### src/rtl/alu_ctrl_pipe.sv
// Registered ALU control stage: decodes ALUOp/funct into the EX-stage control bundle,
// with valid/stall/flush handshake and multi-cycle mul sequencing. Optional illegal-encoding
// trap enabled by defining ALU_CTRL_ILLEGAL_TRAP_EN.
module alu_ctrl_pipe #(
  parameter int unsigned MUL_LAT = 3,
  parameter int unsigned ALUOP_W = 4
) (
  input  logic               clk_i,
  input  logic               rst_i,
  input  logic               valid_i,
  input  logic [ALUOP_W-1:0] ALUOp_i,
  input  logic [5:0]         funct_i,
  input  logic               stall_i,
  input  logic               flush_i,
  output logic [3:0]         ALUCtrl_o,
  output logic [1:0]         fur_slt_o,
  output logic               sra_scr_o,
  output logic               sh_o,
  output logic               be_o,
  output logic [1:0]         jump_o,
  output logic               RegWrite_o,
  output logic               valid_o,
  output logic               busy_o,
  output logic               illegal_o
);

  typedef struct packed {
    logic [3:0] alu;
    logic [1:0] fur;
    logic       scr;
    logic       sh;
    logic       be;
    logic [1:0] jump;
    logic       rw;
  } bundle_t;

  typedef enum logic [0:0] {StIdle, StMul} state_e;

  localparam logic [3:0] MulInit = 4'(MUL_LAT - 1);

  state_e     state_q;
  logic [3:0] cnt_q;
  bundle_t    bun_q;
  logic       valid_q;
  logic       busy_q;
  logic       illegal_q;

  bundle_t dec;
  logic    dec_mul;
  logic    dec_legal;
  logic    op_hi_zero;
  logic    accept;

  assign op_hi_zero = ((ALUOp_i >> 4) == '0);
  assign accept     = valid_i & ~busy_q & ~stall_i & ~flush_i;

  always_comb begin
    dec       = '0;
    dec_mul   = 1'b0;
    dec_legal = op_hi_zero;
    unique case (ALUOp_i[3:0])
      4'b0001: dec.alu = 4'b0110;
      4'b0011: begin dec.alu = 4'b0110; dec.be = 1'b1; end
      4'b0100: begin dec.alu = 4'b0010; dec.rw = 1'b1; end
      4'b0101: begin dec.alu = 4'b0001; dec.rw = 1'b1; end
      4'b0110: begin dec.alu = 4'b1111; dec.rw = 1'b1; end
      4'b0111: begin dec.fur = 2'b10; dec.rw = 1'b1; end
      4'b1000: begin dec.alu = 4'b0010; dec.rw = 1'b1; end
      4'b1001: dec.alu = 4'b0010;
      4'b1010: dec.alu = 4'b1101;
      4'b1011: begin dec.alu = 4'b1101; dec.be = 1'b1; end
      4'b1100: dec.jump = 2'b01;
      4'b1101: begin dec.jump = 2'b01; dec.rw = 1'b1; end
      4'b0010: begin
        unique case (funct_i)
          6'b100001: begin dec.alu = 4'b0010; dec.rw = 1'b1; end
          6'b100011: begin dec.alu = 4'b1001; dec.rw = 1'b1; end
          6'b100100: begin dec.alu = 4'b0000; dec.rw = 1'b1; end
          6'b100101: begin dec.alu = 4'b0001; dec.rw = 1'b1; end
          6'b101010: begin dec.alu = 4'b0111; dec.rw = 1'b1; end
          6'b000011: begin dec.fur = 2'b01; dec.rw = 1'b1; end
          6'b000111: begin dec.fur = 2'b01; dec.scr = 1'b1; dec.rw = 1'b1; end
          6'b000000: begin dec.fur = 2'b01; dec.sh = 1'b1; dec.rw = 1'b1; end
          6'b011000: begin dec.alu = 4'b1011; dec.rw = 1'b1; dec_mul = 1'b1; end
          6'b001000: dec.jump = 2'b10;
          default:   dec_legal = 1'b0;
        endcase
      end
      default: dec_legal = 1'b0;
    endcase
    // Upper ALUOp bits set make the whole encoding undefined.
    if (!dec_legal) begin
      dec     = '0;
      dec_mul = 1'b0;
    end
  end

  always_ff @(posedge clk_i) begin
    if (!rst_i || flush_i) begin
      state_q   <= StIdle;
      cnt_q     <= 4'd0;
      bun_q     <= '0;
      valid_q   <= 1'b0;
      busy_q    <= 1'b0;
      illegal_q <= 1'b0;
    end else if (!stall_i) begin
      case (state_q)
        StIdle: begin
          if (accept) begin
            bun_q <= dec;
`ifdef ALU_CTRL_ILLEGAL_TRAP_EN
            illegal_q <= ~dec_legal;
`else
            illegal_q <= 1'b0;
`endif
            if (dec_mul && (MUL_LAT > 1)) begin
              state_q <= StMul;
              cnt_q   <= MulInit;
              busy_q  <= 1'b1;
              valid_q <= 1'b0;
            end else begin
              valid_q <= 1'b1;
              busy_q  <= 1'b0;
            end
          end else begin
            bun_q     <= '0;
            valid_q   <= 1'b0;
            busy_q    <= 1'b0;
            illegal_q <= 1'b0;
            cnt_q     <= 4'd0;
          end
        end
        StMul: begin
          if (cnt_q == 4'd1) begin
            state_q <= StIdle;
            cnt_q   <= 4'd0;
            valid_q <= 1'b1;
            busy_q  <= 1'b0;
          end else begin
            cnt_q <= cnt_q - 4'd1;
          end
        end
        default: state_q <= StIdle;
      endcase
    end
  end

  assign ALUCtrl_o  = bun_q.alu;
  assign fur_slt_o  = bun_q.fur;
  assign sra_scr_o  = bun_q.scr;
  assign sh_o       = bun_q.sh;
  assign be_o       = bun_q.be;
  assign jump_o     = bun_q.jump;
  assign RegWrite_o = bun_q.rw & valid_q;
  assign valid_o    = valid_q;
  assign busy_o     = busy_q;
  assign illegal_o  = illegal_q;

endmodule

### config.mk
export PLATFORM = sky130hd
export DESIGN_NAME = alu_ctrl_pipe
export DESIGN_NICKNAME = d
export VERILOG_FILES = /design/src/rtl/alu_ctrl_pipe.sv
export SDC_FILE = /design/constraint.sdc
export NUM_CORES = 1
export LEC_CHECK = 0
export CORE_MARGIN = 1
export CORE_UTILIZATION = 49
export DETAILED_ROUTE_END_ITERATION = 16
export GPL_TIMING_DRIVEN = 0
export HOLD_SLACK_MARGIN = 0.12
export PLACE_DENSITY = 0.75
export SYNTH_ARGS = -nofsm -noshare
export SYNTH_HDL_FRONTEND = slang
export SYNTH_SLANG_ARGS = --single-unit
### constraint.sdc
create_clock -name clk_i -period 1.9 [get_ports clk_i]
set_input_delay 0.475 -clock clk_i [delete_from_list [all_inputs] [get_ports clk_i]]
set_output_delay 0.475 -clock clk_i [all_outputs]
set_load 0.05 [all_outputs]
==> results.sh, run 1 <==
export IMPL_status="finished clean"
export IMPL_clock_skew_ns=0.00306
export IMPL_die_h_um=52.6
export IMPL_final_max_slew_viol_count=0
export IMPL_hp_class="register to register"
export IMPL_clock_latency_ns=0.31
export IMPL_path_clk_slew_ns=0.12
export IMPL_clock_root_buffer="clkbuf_4"
export IMPL_drv_cap=0
export IMPL_crit_path_max_fanout=6
export IMPL_hold_buffers=0
export IMPL_ff2ff_setup_slack_ns=0.31
export IMPL_synthMostInstantiatedCell="dfxtp_1"
export IMPL_synth_nets=178
export IMPL_synth_edf_count=0
export IMPL_worst_path_max_delay_cell="clkdlybuf4s50_1"
export IMPL_cp_arrival_ns=2.07
export IMPL_postRouteAntennaNets=0
export IMPL_grt_pass1_wl_mm=4.76
export IMPL_synthFlopType="dfxtp_1"
export IMPL_drt_iter0_drc=11
export IMPL_min_from="ALUCtrl_o[1]"
export IMPL_crit_chain="clkdlybuf4s50_1, nor2_1, nand3_2, or3b_4, a221oi_2"
export IMPL_routabilityCongestion=0.820
export IMPL_synth_commonest_cells="dfxtp_1, nor2_1, a21oi_1, nand2_1, buf_4"
export IMPL_synth_top_cell_by_area="dfxtp_1"
export IMPL_grt_max_degree=12
export IMPL_htreeDepth=1
export IMPL_min_path_cells=2
export IMPL_antenna_cells=0
export IMPL_ir_worst_vdd_mv=0.382
export IMPL_clock_path_buffers=2
export IMPL_yosys_warnings=0
export IMPL_wire_per_inst_um=13.4
export IMPL_dieArea_um2=2770
export IMPL_cts_inserted_buffers=3
export IMPL_required_ns=2.13
export IMPL_period_needed_ns=1.84
export IMPL_ios=30
export IMPL_rows=17
export IMPL_fill_cells=219
export IMPL_critPathLaunchType="input port"
export IMPL_port_buffers=25
export IMPL_core_area_um2=2320
export IMPL_post_cts_buffers=0
export IMPL_nets=208
export IMPL_path_class="input port to register"
export IMPL_period_share_pct=97.0
export IMPL_tritoncts="built"
export IMPL_overflow=0
export IMPL_r2r_start="busy_o"
export IMPL_grt_usage_pct=23.2
export IMPL_cp_slowest_stage_delay_ns=0.52
export IMPL_power_leakage_nw=0.650
export IMPL_final_cell_count_no_fill=218
export IMPL_cts_sinks=19
export IMPL_ys_top_cells_by_area="dfxtp_1, buf_4, nor2_1, a21oi_1, nand2b_1"
export IMPL_synthesis_area_um2=1260
export IMPL_synthesis_area_per_instance_um2=7.80
export IMPL_routed_wl_mm=2.92
export IMPL_r2r_cells=4
export IMPL_post_route_cells_drive_above_1_share_pct=15.8
export IMPL_pre_cts_slack_ns=-0.399
export IMPL_whs_endpoint="ALUCtrl_o[1]"
export IMPL_synthArstFlopShare_pct=0
export IMPL_drc=0
export IMPL_die_w_um=52.6
export IMPL_ys_seq_area_share_pct=30.3
export IMPL_synth_seq_cells=19
export IMPL_hold_violations=0
export IMPL_rr_endpoint="state_q"
export IMPL_first_pass_iters=4
export IMPL_antenna_found_initial=0
export IMPL_critical_path_endpoint_type="register"
export IMPL_multi_input_area_um2=759
export IMPL_start_util_pct=54.2
export IMPL_setup_ws_ns=0.0576
export IMPL_dp_hpwl_mm=2.16
export IMPL_fmax_mhz=543
export IMPL_syn_inst=161
export IMPL_via_count=1226
export IMPL_setup_violations=0
export IMPL_area_growth_pct=26.4
export IMPL_first_global_vias=1116
export IMPL_dp_cells=214
export IMPL_via_per_inst=5.62
export IMPL_p_per_area_nw_per_um2=495
export IMPL_seq_area_um2=380
export IMPL_synth_cell_types=47
export IMPL_synth_top_area_share_pct=30.3
cells by family (layout without fill, tap and decap cells):
kind of cell / after synthesis / count (layout) / share of synthesized area (%)
adder cells (fa/ha/maj): 2 / 2 / 1.99
other: 1 / 1 / 0.299
AO/OA/AOI/OAI: 42 / 42 / 23.2
buffers and inverters: 25 / 54 / 11.7
flip-flops: 19 / 19 / 30.3
AND/OR/NAND/NOR: 72 / 72 / 32.6
through the flow:
step | util (%) | TNS [ns] | cell area, µm² | total power [mW] | hold slack, ns
after floorplan | - | 0 | 1260 | 0.518 | 0.417
after global placement | 66.5 | -3.81 | 1540 | 0.569 | 0.437
after detailed placement | 66.5 | -4.28 | 1540 | 0.573 | 0.438
after CTS | 67.4 | 0 | 1560 | 0.790 | 0.456
after global routing | 68.5 | -0.000292 | 1590 | 0.819 | 0.496
final | 68.5 | 0 | 1590 | 0.786 | 0.450
sequential cells by signal (all words and copies together) (netlist names):
| register | count |
|---|---|
| ALUCtrl_o | 4 |
| cnt_q | 4 |
| fur_slt_o | 2 |
| jump_o | 2 |
| be_o | 1 |
| bun_q | 1 |
| busy_o | 1 |
| sh_o | 1 |
| sra_scr_o | 1 |
| state_q | 1 |
| valid_o | 1 |
per-layer routing:
layer | up-vias | share of wire (%) | global-route usage, %
met4 | 0 | 1.4 | 8.77
met5 | - | 0 | 0
met3 | 4 | 4.5 | 3.19
li1 | 625 | - | -
met1 | 565 | 47 | 27.6
met2 | 32 | 47 | 41.6
placed cells by master (no fill, tap or decap), types with 4 or more instances in the layout:
cell and instances:
dfxtp_1 19, nor2_1 17, dlygate4sd2_1 16, nand2_1 12, a21oi_1 12, buf_4 9
nand2b_1 8, nor2b_1 6, o21ai_0 6, clkdlybuf4s50_1 6, inv_1 5, nor3_1 5
clkbuf_1 4
power breakdown:
| group | total (mW) | internal [mW] | switching [mW] |
|---|---|---|---|
| Combinational | 0.165 | 0.0681 | 0.0968 |
| Clock | 0.215 | 0.0787 | 0.136 |
| Sequential | 0.406 | 0.402 | 0.00381 |
| Total | 0.786 | 0.549 | 0.237 |
worst max path at each step:
stage	end	cells after the start	startpoint	slack [ns]
after global placement	state_q	5	ALUOp_i[2]	-0.34
after floorplan	state_q	4	funct_i[1]	0.21
after CTS	state_q	5	ALUOp_i[1]	0.02
final	state_q	5	stall_i	0.06
after global routing	ALUCtrl_o[1]	7	funct_i[5]	-0.0003
after detailed placement	state_q	5	ALUOp_i[2]	-0.40
repair_timing:
item	CTS	global route
pin swaps	1	3
hold endpoints to repair	0	0
resized for setup	18	8
setup endpoints to repair	18	7
final cells by class:
cell class              count  area share (%)
plain buffers              20            8.12
clock buffers               3            1.42
clock inverters             1           0.315
inverters                   5            1.18
multi-input cells         117            47.8
flip-flops and latches     19            24.0
well taps                  28            2.21
repair buffers             25            15.0
worst max-delay path, delay by kind of cell:
| family | cells | cell delay (ns) |
|---|---|---|
| AND/OR/NAND/NOR | 3 | 0.82 |
| buffers and inverters | 1 | 0.52 |
| AO/OA/AOI/OAI | 1 | 0.25 |
No activity file was read; power rests on OpenSTA's default activity.
==> run 2: changes to the inputs <==
--- a/config.mk
+++ b/config.mk
@@ -11,6 +11,7 @@
 export GPL_TIMING_DRIVEN = 0
 export HOLD_SLACK_MARGIN = 0.12
 export PLACE_DENSITY = 0.75
+export SLEW_MARGIN = 20
 export SYNTH_ARGS = -nofsm -noshare
 export SYNTH_HDL_FRONTEND = slang
 export SYNTH_SLANG_ARGS = --single-unit
==> results of run 2 <==
No change in the layout: final DEF, timing and power equal those of run 1.
==> run 3: changes to the inputs <==
--- a/config.mk
+++ b/config.mk
@@ -10,8 +10,7 @@
 export DETAILED_ROUTE_END_ITERATION = 16
 export GPL_TIMING_DRIVEN = 0
 export HOLD_SLACK_MARGIN = 0.12
-export PLACE_DENSITY = 0.75
-export SLEW_MARGIN = 20
+export PLACE_DENSITY = 0.9
 export SYNTH_ARGS = -nofsm -noshare
 export SYNTH_HDL_FRONTEND = slang
 export SYNTH_SLANG_ARGS = --single-unit
==> results.sh, run 3 (same netlist as run 1, synthesis figures left out) <==
export IMPL_status="finished clean"
export IMPL_port_buffers=25
export IMPL_core_area_um2=2320
export IMPL_area_growth_pct=28.6
export IMPL_cts_inserted_buffers=3
export IMPL_path_buf_inv=1
export IMPL_clock_skew_ns=0.000737
export IMPL_antenna_cells=0
export IMPL_hold_violations=0
export IMPL_cp_arrival_ns=2.08
export IMPL_antenna_found_initial=0
export IMPL_critical_path_endpoint_type="register"
export IMPL_dp_hpwl_mm=2.24
export IMPL_drc=0
export IMPL_period_share_pct=97.5
export IMPL_tritoncts="built"
export IMPL_die_w_um=52.6
export IMPL_wire_per_inst_um=13.4
export IMPL_min_path_cells=2
export IMPL_via_per_inst=5.67
export IMPL_fmax_mhz=540
export IMPL_clock_latency_ns=0.30
export IMPL_critPathLaunchType="input port"
export IMPL_rsz0062_at_grt="yes"
export IMPL_min_from="ALUCtrl_o[1]"
export IMPL_ios=30
export IMPL_period_needed_ns=1.85
export IMPL_r2r_start="busy_o"
export IMPL_first_global_vias=1149
export IMPL_hp_class="register to register"
export IMPL_via_count=1254
export IMPL_start_util_pct=54.2
export IMPL_drv_cap=0
export IMPL_setup_ws_ns=0.0480
export IMPL_whs_endpoint="ALUCtrl_o[1]"
export IMPL_worst_path_max_delay_cell="clkdlybuf4s50_1"
export IMPL_finish_utilization_pct=69.7
export IMPL_postRouteAntennaNets=0
export IMPL_crit_chain="clkdlybuf4s50_1, nor4b_4, nand3_2, or3b_4, a221oi_2"
export IMPL_htreeDepth=1
export IMPL_rr_endpoint="state_q"
export IMPL_ir_worst_vdd_mv=0.400
export IMPL_routed_wl_mm=2.97
export IMPL_path_class="input port to register"
export IMPL_power_leakage_nw=0.660
export IMPL_nets=211
export IMPL_routabilityCongestion=0.903
export IMPL_grt_pass1_wl_mm=4.93
export IMPL_final_common_cell="dfxtp_1"
export IMPL_final_cell_mix="dfxtp_1, nor2_1, dlygate4sd2_1"
export IMPL_clock_root_buffer="clkbuf_4"
export IMPL_path_clk_slew_ns=0.10
export IMPL_r2r_cells=4
export IMPL_worst_path_stages=5
export IMPL_rows=17
export IMPL_crit_path_max_fanout=4
export IMPL_required_ns=2.13
export IMPL_pre_cts_slack_ns=-0.390
export IMPL_ff2ff_setup_slack_ns=0.36
export IMPL_dieArea_um2=2770
export IMPL_cp_slowest_stage_delay_ns=0.47
export IMPL_cpLargestDelayFamily="simple AND/OR/NAND/NOR gates"
export IMPL_setup_violations=0
export IMPL_grt_usage_pct=24.5
export IMPL_final_max_slew_viol_count=0
export IMPL_p_per_area_nw_per_um2=484
export IMPL_cts_sinks=19
export IMPL_power_mw=0.781
export IMPL_design_area_um2=1620
export IMPL_first_pass_iters=4
export IMPL_drt_iter0_drc=33
export IMPL_overflow=0
export IMPL_die_h_um=52.6
export IMPL_clock_path_buffers=2
export IMPL_hold_buffers=0
export IMPL_placed_cell_area_um2=1540
export IMPL_post_route_cells_drive_above_1_share_pct=19.2
export IMPL_grt_max_degree=12
export IMPL_fill_cells=188
==> run 3: stage by stage <==
| step | setup TNS, ns | cells | hold slack [ns] |
|---|---|---|---|
| 2_1_floorplan | 0 | 161 | 0.417 |
| 3_3_place_gp | -3.28 | 214 | 0.436 |
| 3_5_place_dp | -3.88 | 214 | 0.442 |
| 4_1_cts | 0 | 218 | 0.456 |
| 5_1_grt | -0.0271 | 221 | 0.486 |
| 6_report | 0 | 221 | 0.451 |
==> run 3: cell type report <==
| cell class | instances | area, µm² | area share (%) |
|---|---|---|---|
| clock buffers | 3 | 22.5 | 1.39 |
| flip-flops and latches | 19 | 380 | 23.5 |
| multi-input cells | 117 | 763 | 47.3 |
| well taps | 28 | 35.0 | 2.17 |
| plain buffers | 20 | 131 | 8.13 |
| repair buffers | 28 | 259 | 16.0 |
| inverters | 5 | 18.8 | 1.16 |
| clock inverters | 1 | 5.00 | 0.310 |
==> run 3: worst register-to-register path: stages (launching register included) <==
cell and delay (ns):
dfxtp_1 0.34, nor3b_2 0.31, nand3_2 0.17, or3b_4 0.42, a221oi_2 0.23
==> run 3: where the power goes <==
part	leakage [nW]	total (mW)	switching, mW	internal, mW
Sequential	0.153	0.406	0.00405	0.402
Combinational	0.489	0.170	0.0964	0.0735
Clock	0.0177	0.205	0.126	0.0787
Total	0.660	0.781	0.227	0.554
==> run 3: layer usage <==
metal  global-route usage [%]  vias to the layer above  part of all wire, %
li1                         -                      637                    -
met1                     28.0                      563                   43
met2                     43.7                       45                   48
met3                     5.22                        9                  6.6
met4                     9.21                        0                  2.0
met5                        0                        -                    0
==> run 3: what timing repair did <==
action | CTS | global route
setup endpoints to repair | 19 | 10
pin swaps | 0 | 2
gates resized for setup | 17 | 12
buffers inserted | 0 | 3
==> run 3: how the worst max path moves through the flow <==
stage	from	endpoint	slack, ns
final	ALUOp_i[0]	state_q	0.05
after global routing	ALUOp_i[0]	cnt_q[1]	-0.01
after CTS	ALUOp_i[2]	state_q	0.001
after detailed placement	funct_i[5]	bun_q[0]	-0.39
after global placement	funct_i[4]	ALUCtrl_o[0]	-0.33
after floorplan	funct_i[1]	state_q	0.21
